===== src/rtl/lane_pipe_array_if.sv =====
// Per-lane valid/ready streaming bus for lane_pipe_array: input side and output side,
// with lane l's data at bits [l*WIDTH +: WIDTH].
interface lane_pipe_array_if #(
  parameter int LANES = 6,
  parameter int WIDTH = 2
);
  logic [LANES-1:0]       in_valid;
  logic [LANES-1:0]       in_ready;
  logic [LANES*WIDTH-1:0] in_data;
  logic [LANES-1:0]       out_valid;
  logic [LANES-1:0]       out_ready;
  logic [LANES*WIDTH-1:0] out_data;

  modport master (
    output in_valid, in_data, out_ready,
    input  in_ready, out_valid, out_data
  );
  modport slave (
    input  in_valid, in_data, out_ready,
    output in_ready, out_valid, out_data
  );
endinterface


===== src/rtl/lane_pipe_array.sv =====
// LANES independent elastic pipelines of DEPTH stages; each accepted beat is transformed
// by mode on entry and emerges DEPTH cycles later with full-rate, lossless backpressure.
module lane_pipe_lane #(
  parameter int WIDTH = 2,
  parameter int DEPTH = 4
) (
  input  logic             clk,
  input  logic             rst,
  input  logic             flush,
  input  logic [1:0]       mode,
  input  logic             in_valid,
  output logic             in_ready,
  input  logic [WIDTH-1:0] in_data,
  output logic             out_valid,
  input  logic             out_ready,
  output logic [WIDTH-1:0] out_data,
  output logic             busy
);
  localparam int LO = WIDTH / 2;

  typedef struct packed {
    logic             vld;
    logic [WIDTH-1:0] data;
  } stage_t;

  stage_t [DEPTH-1:0] stg;
  logic   [DEPTH-1:0] adv;
  logic   [DEPTH-1:0] vld_pipe;
  logic               room;
  logic               accept;
  logic   [WIDTH-1:0] xform;

  // Walk from the output back: a stage moves when everything ahead has room or moves.
  always_comb begin
    room     = out_ready;
    adv      = '0;
    vld_pipe = '0;
    for (int k = DEPTH - 1; k >= 0; k--) begin
      vld_pipe[k] = stg[k].vld;
      adv[k]      = stg[k].vld && room;
      room        = room || !stg[k].vld;
    end
  end

  assign in_ready = room && !flush && !rst;
  assign accept   = in_valid && in_ready;

  // Half-swap is a rotate right by floor(WIDTH/2); degenerates to pass at WIDTH=1.
  always_comb begin
    xform = in_data;
    case (mode)
      2'd1: for (int i = 0; i < WIDTH; i++) xform[i] = in_data[(i + LO) % WIDTH];
      2'd2: xform = ~in_data;
      2'd3: for (int i = 0; i < WIDTH; i++) xform[i] = in_data[WIDTH - 1 - i];
      default: xform = in_data;
    endcase
  end

  always_ff @(posedge clk) begin
    if (rst) begin
      stg <= '0;
    end else if (flush) begin
      for (int k = 0; k < DEPTH; k++) stg[k].vld <= 1'b0;
    end else begin
      if (accept) begin
        stg[0].vld  <= 1'b1;
        stg[0].data <= xform;
      end else if (adv[0]) begin
        stg[0].vld <= 1'b0;
      end
      for (int k = 1; k < DEPTH; k++) begin
        if (adv[k-1])    stg[k]     <= stg[k-1];
        else if (adv[k]) stg[k].vld <= 1'b0;
      end
    end
  end

  assign out_valid = stg[DEPTH-1].vld;
  assign out_data  = stg[DEPTH-1].data;
  assign busy      = |vld_pipe;
endmodule

module lane_pipe_array #(
  parameter int LANES = 6,
  parameter int WIDTH = 2,
  parameter int DEPTH = 4
) (
  input  logic             clk,
  input  logic             rst,
  input  logic             flush,
  input  logic [1:0]       mode,
  output logic [LANES-1:0] lane_busy,
  lane_pipe_array_if.slave bus
);
  logic [LANES-1:0][WIDTH-1:0] in_d, out_d;
  logic [LANES-1:0]            in_rdy, out_vld;

  assign in_d          = bus.in_data;
  assign bus.out_data  = out_d;
  assign bus.in_ready  = in_rdy;
  assign bus.out_valid = out_vld;

  lane_pipe_lane #(.WIDTH(WIDTH), .DEPTH(DEPTH)) u_lane [LANES-1:0] (
    .clk       (clk),
    .rst       (rst),
    .flush     (flush),
    .mode      (mode),
    .in_valid  (bus.in_valid),
    .in_ready  (in_rdy),
    .in_data   (in_d),
    .out_valid (out_vld),
    .out_ready (bus.out_ready),
    .out_data  (out_d),
    .busy      (lane_busy)
  );
endmodule

===== src/flat_wrapper.sv =====
// flat-port wrapper written by rule: the top's interface ports become plain ports
module lane_pipe_array_flat 
#(
  parameter int LANES = 6,
  parameter int WIDTH = 2,
  parameter int DEPTH = 4
)
  (clk, rst, flush, mode, lane_busy, bus_in_valid, bus_in_data, bus_out_ready, bus_in_ready, bus_out_valid, bus_out_data);
  lane_pipe_array_if #(.LANES(LANES), .WIDTH(WIDTH)) bus_i ();
  input  logic clk;
  input  logic rst;
  input  logic flush;
  input  logic [1:0] mode;
  output logic [LANES-1:0] lane_busy;
  input wire logic [$bits(bus_i.in_valid)-1:0] bus_in_valid;
  input wire logic [$bits(bus_i.in_data)-1:0] bus_in_data;
  input wire logic [$bits(bus_i.out_ready)-1:0] bus_out_ready;
  output wire logic [$bits(bus_i.in_ready)-1:0] bus_in_ready;
  output wire logic [$bits(bus_i.out_valid)-1:0] bus_out_valid;
  output wire logic [$bits(bus_i.out_data)-1:0] bus_out_data;
  assign bus_i.in_valid = bus_in_valid;
  assign bus_i.in_data = bus_in_data;
  assign bus_i.out_ready = bus_out_ready;
  assign bus_in_ready = bus_i.in_ready;
  assign bus_out_valid = bus_i.out_valid;
  assign bus_out_data = bus_i.out_data;
  lane_pipe_array #(.LANES(LANES), .WIDTH(WIDTH), .DEPTH(DEPTH)) u_core (.clk(clk), .rst(rst), .flush(flush), .mode(mode), .lane_busy(lane_busy), .bus(bus_i));
endmodule

===== config.mk =====
export PLATFORM = sky130hd
export DESIGN_NAME = lane_pipe_array_flat
export DESIGN_NICKNAME = d
export VERILOG_FILES = /design/src/rtl/lane_pipe_array_if.sv /design/src/rtl/lane_pipe_array.sv /design/src/flat_wrapper.sv
export SDC_FILE = /design/constraint.sdc
export NUM_CORES = 1
export LEC_CHECK = 0
export ABC_AREA = 1
export CORE_ASPECT_RATIO = 0.8
export CORE_MARGIN = 4
export CORE_UTILIZATION = 55
export DETAILED_ROUTE_END_ITERATION = 8
export DONT_BUFFER_PORTS = 1
export MAX_ROUTING_LAYER = met4
export PLACE_DENSITY = 0.78
export SLEW_MARGIN = 20
export SYNTH_ARGS = -nofsm -noshare
export SYNTH_HDL_FRONTEND = slang
export SYNTH_SLANG_ARGS = --single-unit

===== constraint.sdc =====
create_clock -name clk -period 2.45 [get_ports clk]
set_input_delay 0.245 -clock clk [delete_from_list [all_inputs] [get_ports clk]]
set_output_delay 0.245 -clock clk [all_outputs]
set_load 0.02 [all_outputs]

== Word level (Yosys, flattened, before mapping) ==
Cells that the tools add are included.
Operators by class
  reductions and logical operators: 148
  muxes and demuxes: 54
  bitwise gates (word level): 7
  equality and inequality tests: 3
Operator list (number)
  two-way mux 1 bit: 48
  AND reduction 2 bit: 24
  nonzero test 2 bit: 24
  logical AND 1 bit: 42
  logical NOT 1 bit: 26
  logical OR 1 bit: 24
  case mux 2 bit (2 select lines): 6
  OR reduction 4 bit: 6
  NOT 2 bit: 6
  == test 2 bit, second input constant: 2
  OR reduction 2 bit: 2
  == test 2 x 1 -> 1 bit, second input constant: 1
  NOT 1 bit: 1
Word-level totals
  bits in registers: 72
  output and inout port bits: 30
  input bits: 29

== Depth between registers and ports, before layout ==
Gate-level depths: netlist of the first run.
  word-level depth: 9
  mapped depth: 9
  mapped depth without buffers: 9

== Modules after synthesis ==
A second synthesis of the first run with hierarchy kept.
Unflattened totals
  cell total of the unflattened synthesis: 480
  area total of the unflattened synthesis: 3423.3 sq um
Modules (own cells, without submodules)
  lane_pipe_lane: area each 570.5 sq um, instances 6, seq. area each 240.2 sq um, cells an instance 80

== Worst setup path after synthesis of the first run ==
OpenSTA, ideal clock, no wires.
  path kind: input-to-output
  start point: in flush
  end point: out bus_in_ready[1]
  setup slack: 1.237 ns
  data required time: 2.205 ns
  data arrival time: 0.968 ns
  stages on the path: 6
  cells stage by stage: buf_6 > nor2_8 > inv_1 > buf_2 > a31oi_1 > buf_4
On the way
  longest elaborated chain between the ends: 3
RTL lines
  start, declared: line flat_wrapper.sv:12  | input logic flush;
  logical NOT 1 bit: line lane_pipe_array.sv:45  | assign in_ready = room && !flush && !rst;
  logical AND 1 bit (2 in series): line lane_pipe_array.sv:45
  end, declared: line flat_wrapper.sv:18  | output wire logic [$bits(bus_i.in_ready)-1:0] bus_in_ready;
Every way passes these cells.

== Final worst setup path of the first run ==
  start point: reg u_core.u_lane[4].stg, in the netlist u_core.u_lane[4].out_valid
  end point: out bus_in_ready[4]
On the way
  longest elaborated chain between the ends: 7
RTL lines
  start, declared: line lane_pipe_array.sv:26  | stage_t [DEPTH-1:0] stg;
  start signal, assigned by index: line lane_pipe_array.sv:72  | if (adv[k-1]) stg[k] <= stg[k-1];
  logical NOT 1 bit: line lane_pipe_array.sv:41  | room = room || !stg[k].vld;
  logical OR 1 bit (4 in series): line lane_pipe_array.sv:41
  logical AND 1 bit (2 in series): line lane_pipe_array.sv:45
Every way passes these cells.

==> flow_summary.yaml, run 1 <==
setup_path:
  cp.arrival_ns: 1.53
  required_ns: 2.20
  cp-end-kind: "output port"
  critPathKind: "flop to output port"
  critical_path_peak_fanout: 5
  cp-start-kind: "flop"
logic_synthesis:
  yosys_warnings: 0
  synth_top_area_share_pct: 41.86
  yosysTopAreaCell: "dfxtp_1"
  synth_area_leaders: "dfxtp_1 42%, nor2_1 12%, inv_1 8.2%"
  syn-num-nets: 512
  syn_avg_cell_area_um2: 7.129
  synth.distinct_cells: 21
  syn-cell-area_um2: 3443
  ys_seq_area_share_pct: 41.86
  ys_ff_latch: 72
  syn_inst: 483
die:
  initial_core_util_pct: 57.33
  rows: 25
  dieHeight_um: 78.77
  pin_count: 59
  fp.dieW_um: 96.46
  die-area_um2: 7598
  core_area_um2: 6006
timing:
  worst_slew_pin_slew_ns: 0.8227
  rsz0062_at_grt: "no"
  setup_violations: 0
  fin_skew_ns: 0.01051
  fin_setup_tns_ns: 0
  fmax_ghz: 0.5629
  slew-limit-headroom_pct: 45.09
  hold_viol_final: 0
  setup_slack_ns: 0.6736
  post-route-period-util_pct: 72.51
  slew_violations: 0
  finalCriticalPeriod_ns: 1.776
finish:
  seqCellArea_um2: 1441
  final_cell_mix: "106 x nor2_1, 75 x inv_1, 72 x dfxtp_1, 66 x nand2_1, 36 x o21ai_0"
  syn_to_final_growth_pct: 0.6906
  n_fill_cell: 590
  n_antenna_cell: 0
  layout.cells.non_filler: 538
  nets: 481
  final_area_um2: 3467
  drive_above_1_share_pct: 7.659
  final_common_cell: "nor2_1"
  multiInputGateArea_um2: 1379
outcome:
  status: "finished, final reports clean"
clock_network:
  ctsRootBufferMaster: "clkbuf_8"
  ctsHtreeMaxLevel: 3
  clock_path_buffers: 2
  tritoncts: "done"
  clkLatencyLatePin_ns: 0.34
  numCtsBuffers: 9
  ctsResizeCount: 0
  clkSlewWorstSetupHoldPaths_ns: 0.07
  post_cts_buffers: 0
  hold_buffers: 0
  cts_sinks: 72
placed_design:
  placed_area_um2: 3222
  place_inst: 522
  gp_congestion: 0.8229
  portBuffers: 0
  hpwlAfterDp_um: 4685
  preCtsSetupSlack_ns: 0.8010
grt:
  grt_pass1_wl_um: 10830
  antenna_found_initial: 0
  grt-ovfl-total: 0
  grt_max_degree: 49
  grtUsageTotal_pct: 18.94
  grt_pass1_vias: 2441
drt:
  drt_iter0_markers: 106
  wl_um: 6463
  wire_per_inst_um: 12.01
  drc: 0
  dr.pass1.iters: 4
  vias: 2690
  viasPerCell: 5.000
  final_antenna_net_count: 0
power:
  power_density_nw_per_um2: 708.6
  ir_drop_mv: 0.3754
  p_leak_uw: 0.001550
worst_hold_path:
  hold_path_class: "primary input to flop"
run:
  drv_cap: 0
[final cells by class]
| type | count | area share [%] |
|---|---|---|
| clock buffer | 11 | 4.078 |
| clock inverter | 5 | 2.995 |
| inverter | 78 | 8.445 |
| multi-input combinational | 290 | 39.77 |
| sequential | 72 | 41.57 |
| tap | 81 | 2.923 |
| timing repair buffer | 1 | 0.2165 |
[metal layers]
metal,up-vias,share of wire [%],track usage [%]
met1,1196,44,20.69
li1,1431,-,-
met5,-,0,-
met4,0,1.6,7.423
met2,55,48,31.61
met3,8,6.1,6.534
[kinds of logic after synthesis]
logic type,after synthesis,share of synthesized area (%)
compound gates,73,12.57
buf+inv,121,18.10
flops,72,41.86
simple gates,217,27.47
[power by group]
group	internal (uW)	switching [uW]	leakage, uW
Sequential	1190	8.89	0.000582
Clock	705	425	0.000124
Combinational	40.9	91.3	0.000845
[stage by stage]
stage / util, % / total power [uW] / hold WS, ns
floorplan: - / 1356 / 0.4088
CTS: 57.73 / 2475 / 0.06007
global route: 57.73 / 2553 / 0.06825
finish: 57.73 / 2457 / 0.07431
global placement: 53.65 / 1352 / 0.4171
detailed placement: 53.65 / 1355 / 0.4206
[cell usage after synthesis]
cell	number
o211ai_1	6
nand2_1	66
buf_4	32
nor2_4	6
buf_2	3
nand3_1	17
nor3_1	6
nor2_2	2
nor2_1	106
inv_1	75
buf_6	6
a21oi_1	19
a31oi_1	6
nand3_2	1
o211ai_2	6
o21ai_0	36
clkbuf_1	2
nor2_8	1
nand4_1	12
dfxtp_1	72
inv_2	3
[worst paths after layout]
| kind | start | to | slack [ns] | depth (start not counted) |
|---|---|---|---|---|
| worst max-delay path | u_core.u_lane[4].out_valid | bus_in_ready[4] | 0.67 | 5 |
| worst min-delay path | bus_out_ready[2] | u_core.u_lane[2].out_valid | 0.07 | 3 |
| worst max register to register | u_core.u_lane[2].out_valid | u_core.u_lane[2].stg[0] | 1.10 | 7 |
| worst min register to register | u_core.u_lane[4].stg[4] | u_core.u_lane[4].stg[4] | 0.48 | 2 |
[critical path, cell delays in order (launching register included)]
cell	delay, ns
dfxtp_1	0.39
inv_1	0.15
nor2_4	0.06
nand2_1	0.07
nand2_1	0.07
a31oi_1	0.46
[sequential cells by signal, indices dropped and copies added, names as in the netlist]
register                 count
u_core.u_lane.out_valid      6
u_core.u_lane.stg           54
u_core.u_lane.out_data      12
Note: power is estimated with default switching activity, not from simulation.
==> run 2, diff against run 1 <==
clock period = 1.8 ns   (was 2.45 ns; I/O delays follow)
==> flow_summary.yaml, run 2 (same netlist as run 1, synthesis figures left out) <==
outcome:
  status: "finished, final reports clean"
run:
  drv_cap: 0
placed_design:
  gp_congestion: 0.8247
  portBuffers: 0
  preCtsSetupSlack_ns: 0.4522
  hpwlAfterDp_um: 4737
finish:
  seqCellArea_um2: 1443
  n_fill_cell: 591
  multiInputGateArea_um2: 1379
  final_cell_mix: "106 x nor2_1, 75 x inv_1, 71 x dfxtp_1, 66 x nand2_1, 36 x o21ai_0"
  n_antenna_cell: 0
  largest_reg_flops: 54
  nets: 489
  syn_to_final_growth_pct: 0.8358
  drive_above_1_share_pct: 9.052
  final_common_cell: "nor2_1"
  largest_register: "u_core.u_lane.stg"
drt:
  final_antenna_net_count: 0
  vias: 2697
  viasPerCell: 4.949
  drt_iter0_markers: 113
  dr.pass1.iters: 4
  drc: 0
  wl_um: 6526
  wire_per_inst_um: 11.97
die:
  die-area_um2: 7598
  fp.dieW_um: 96.46
  rows: 25
  dieHeight_um: 78.77
  core_area_um2: 6006
  initial_core_util_pct: 57.33
  pin_count: 59
setup_path:
  r2r_setup_slack_ns: 0.46
  ff2ff_path_depth: 7
  r2r-end: "u_core.u_lane[1].stg[0]"
  cp-end-kind: "output port"
  r2r_start: "u_core.u_lane[1].out_valid"
  critical_path_peak_fanout: 5
  critPathKind: "flop to output port"
  cp.arrival_ns: 1.49
  endpoint: "bus_in_ready[4]"
  required_ns: 1.62
  cp-start-kind: "flop"
  crit_start: "u_core.u_lane[4].out_valid"
power:
  power_density_nw_per_um2: 872.6
  ir_drop_mv: 0.5384
  p_leak_uw: 0.001566
timing:
  post-route-period-util_pct: 92.60
  setup_violations: 0
  slew_violations: 0
  fin_skew_ns: 0.005896
  fin_setup_tns_ns: 0
  fmax_ghz: 0.6000
  slew-limit-headroom_pct: 54.61
  rsz0062_at_grt: "no"
  worst_slew_pin_slew_ns: 0.6798
  finalCriticalPeriod_ns: 1.667
  setup_slack_ns: 0.1333
  hold_viol_final: 0
clock_network:
  clkSlewWorstSetupHoldPaths_ns: 0.07
  ctsRootBufferMaster: "clkbuf_8"
  tritoncts: "done"
  clkLatencyLatePin_ns: 0.33
  post_cts_buffers: 0
  cts_sinks: 72
  numCtsBuffers: 9
  clock_path_buffers: 2
  ctsHtreeMaxLevel: 3
grt:
  grt_max_degree: 49
  grtUsageTotal_pct: 19.39
  antenna_found_initial: 0
  grt_pass1_vias: 2542
  grt_pass1_wl_um: 11160
  grt-ovfl-total: 0
worst_hold_path:
  hold_path_class: "primary input to flop"
[run 2: cell types whose count changed in the layout (fill, tap and decap cells not counted), sizes merged]
cell,previous run,this run
buf,1,8
bufinv,3,1
clkinv,2,3
dlygate4sd3,0,1
[run 2: layout make-up]
type	count	area share, %
well taps	81	2.919
inverters	78	8.432
repair buffers	9	2.018
clock inverters	4	1.297
flip-flops and latches	72	41.55
clock buffers	11	4.072
multi-input cells	290	39.71
[run 2: metrics by stage]
stage | util, % | total power [uW] | instances | instance area, um2 | hold WS [ns]
2_1_floorplan | - | 1846 | 483 | 3443 | 0.3438
3_3_place_gp | 54.52 | 1853 | 529 | 3274 | 0.3515
3_5_place_dp | 54.52 | 1858 | 529 | 3274 | 0.3570
4_1_cts | 57.79 | 3066 | 545 | 3471 | 0.01539
5_1_grt | 57.81 | 3180 | 545 | 3472 | 0.02018
6_report | 57.81 | 3030 | 545 | 3472 | 0.02776
[run 2: worst min-delay path by stage]
stage	end	from	slack, ns	depth (start not counted)
after floorplan	u_core.u_lane[2].out_valid	bus_out_ready[2]	0.34	3
after global placement	u_core.u_lane[2].out_valid	bus_out_ready[2]	0.35	3
after detailed placement	u_core.u_lane[2].out_valid	bus_out_ready[2]	0.36	3
after CTS	u_core.u_lane[0].out_valid	bus_out_ready[0]	0.02	3
after global routing	u_core.u_lane[0].stg[8]	bus_out_ready[0]	0.02	3
final	u_core.u_lane[5].out_valid	bus_out_ready[5]	0.03	3
[run 2: where the power goes]
group          switching [uW]  internal [uW]
clock network             544            663
registers                12.7           1620
logic                     127           67.0
[run 2: critical path, stage by stage (launching register included)]
cell     delay, ns
dfxtp_1       0.47
inv_1         0.13
nor2_4        0.14
nand2_1       0.08
nand2_1       0.08
a31oi_1       0.09
buf_4         0.17
[run 2: repair_timing]
action                                  4_1_cts  5_1_grt
resized for setup                             0        1
endpoints found under the setup margin        0        1
hold buffers                                  1        0
endpoints found under the hold margin         1        0
[run 2: routing by layer]
layer / wire length [um] / global-route usage, % / part of all wire (%) / vias to the layer above
met1: 2999 / 22.82 / 46 / 1202
met2: 3082 / 31.54 / 47 / 60
met5: 0 / - / 0 / -
met3: 415 / 5.777 / 6.4 / 2
met4: 28 / 6.723 / 0.43 / 0
li1: - / - / - / 1433
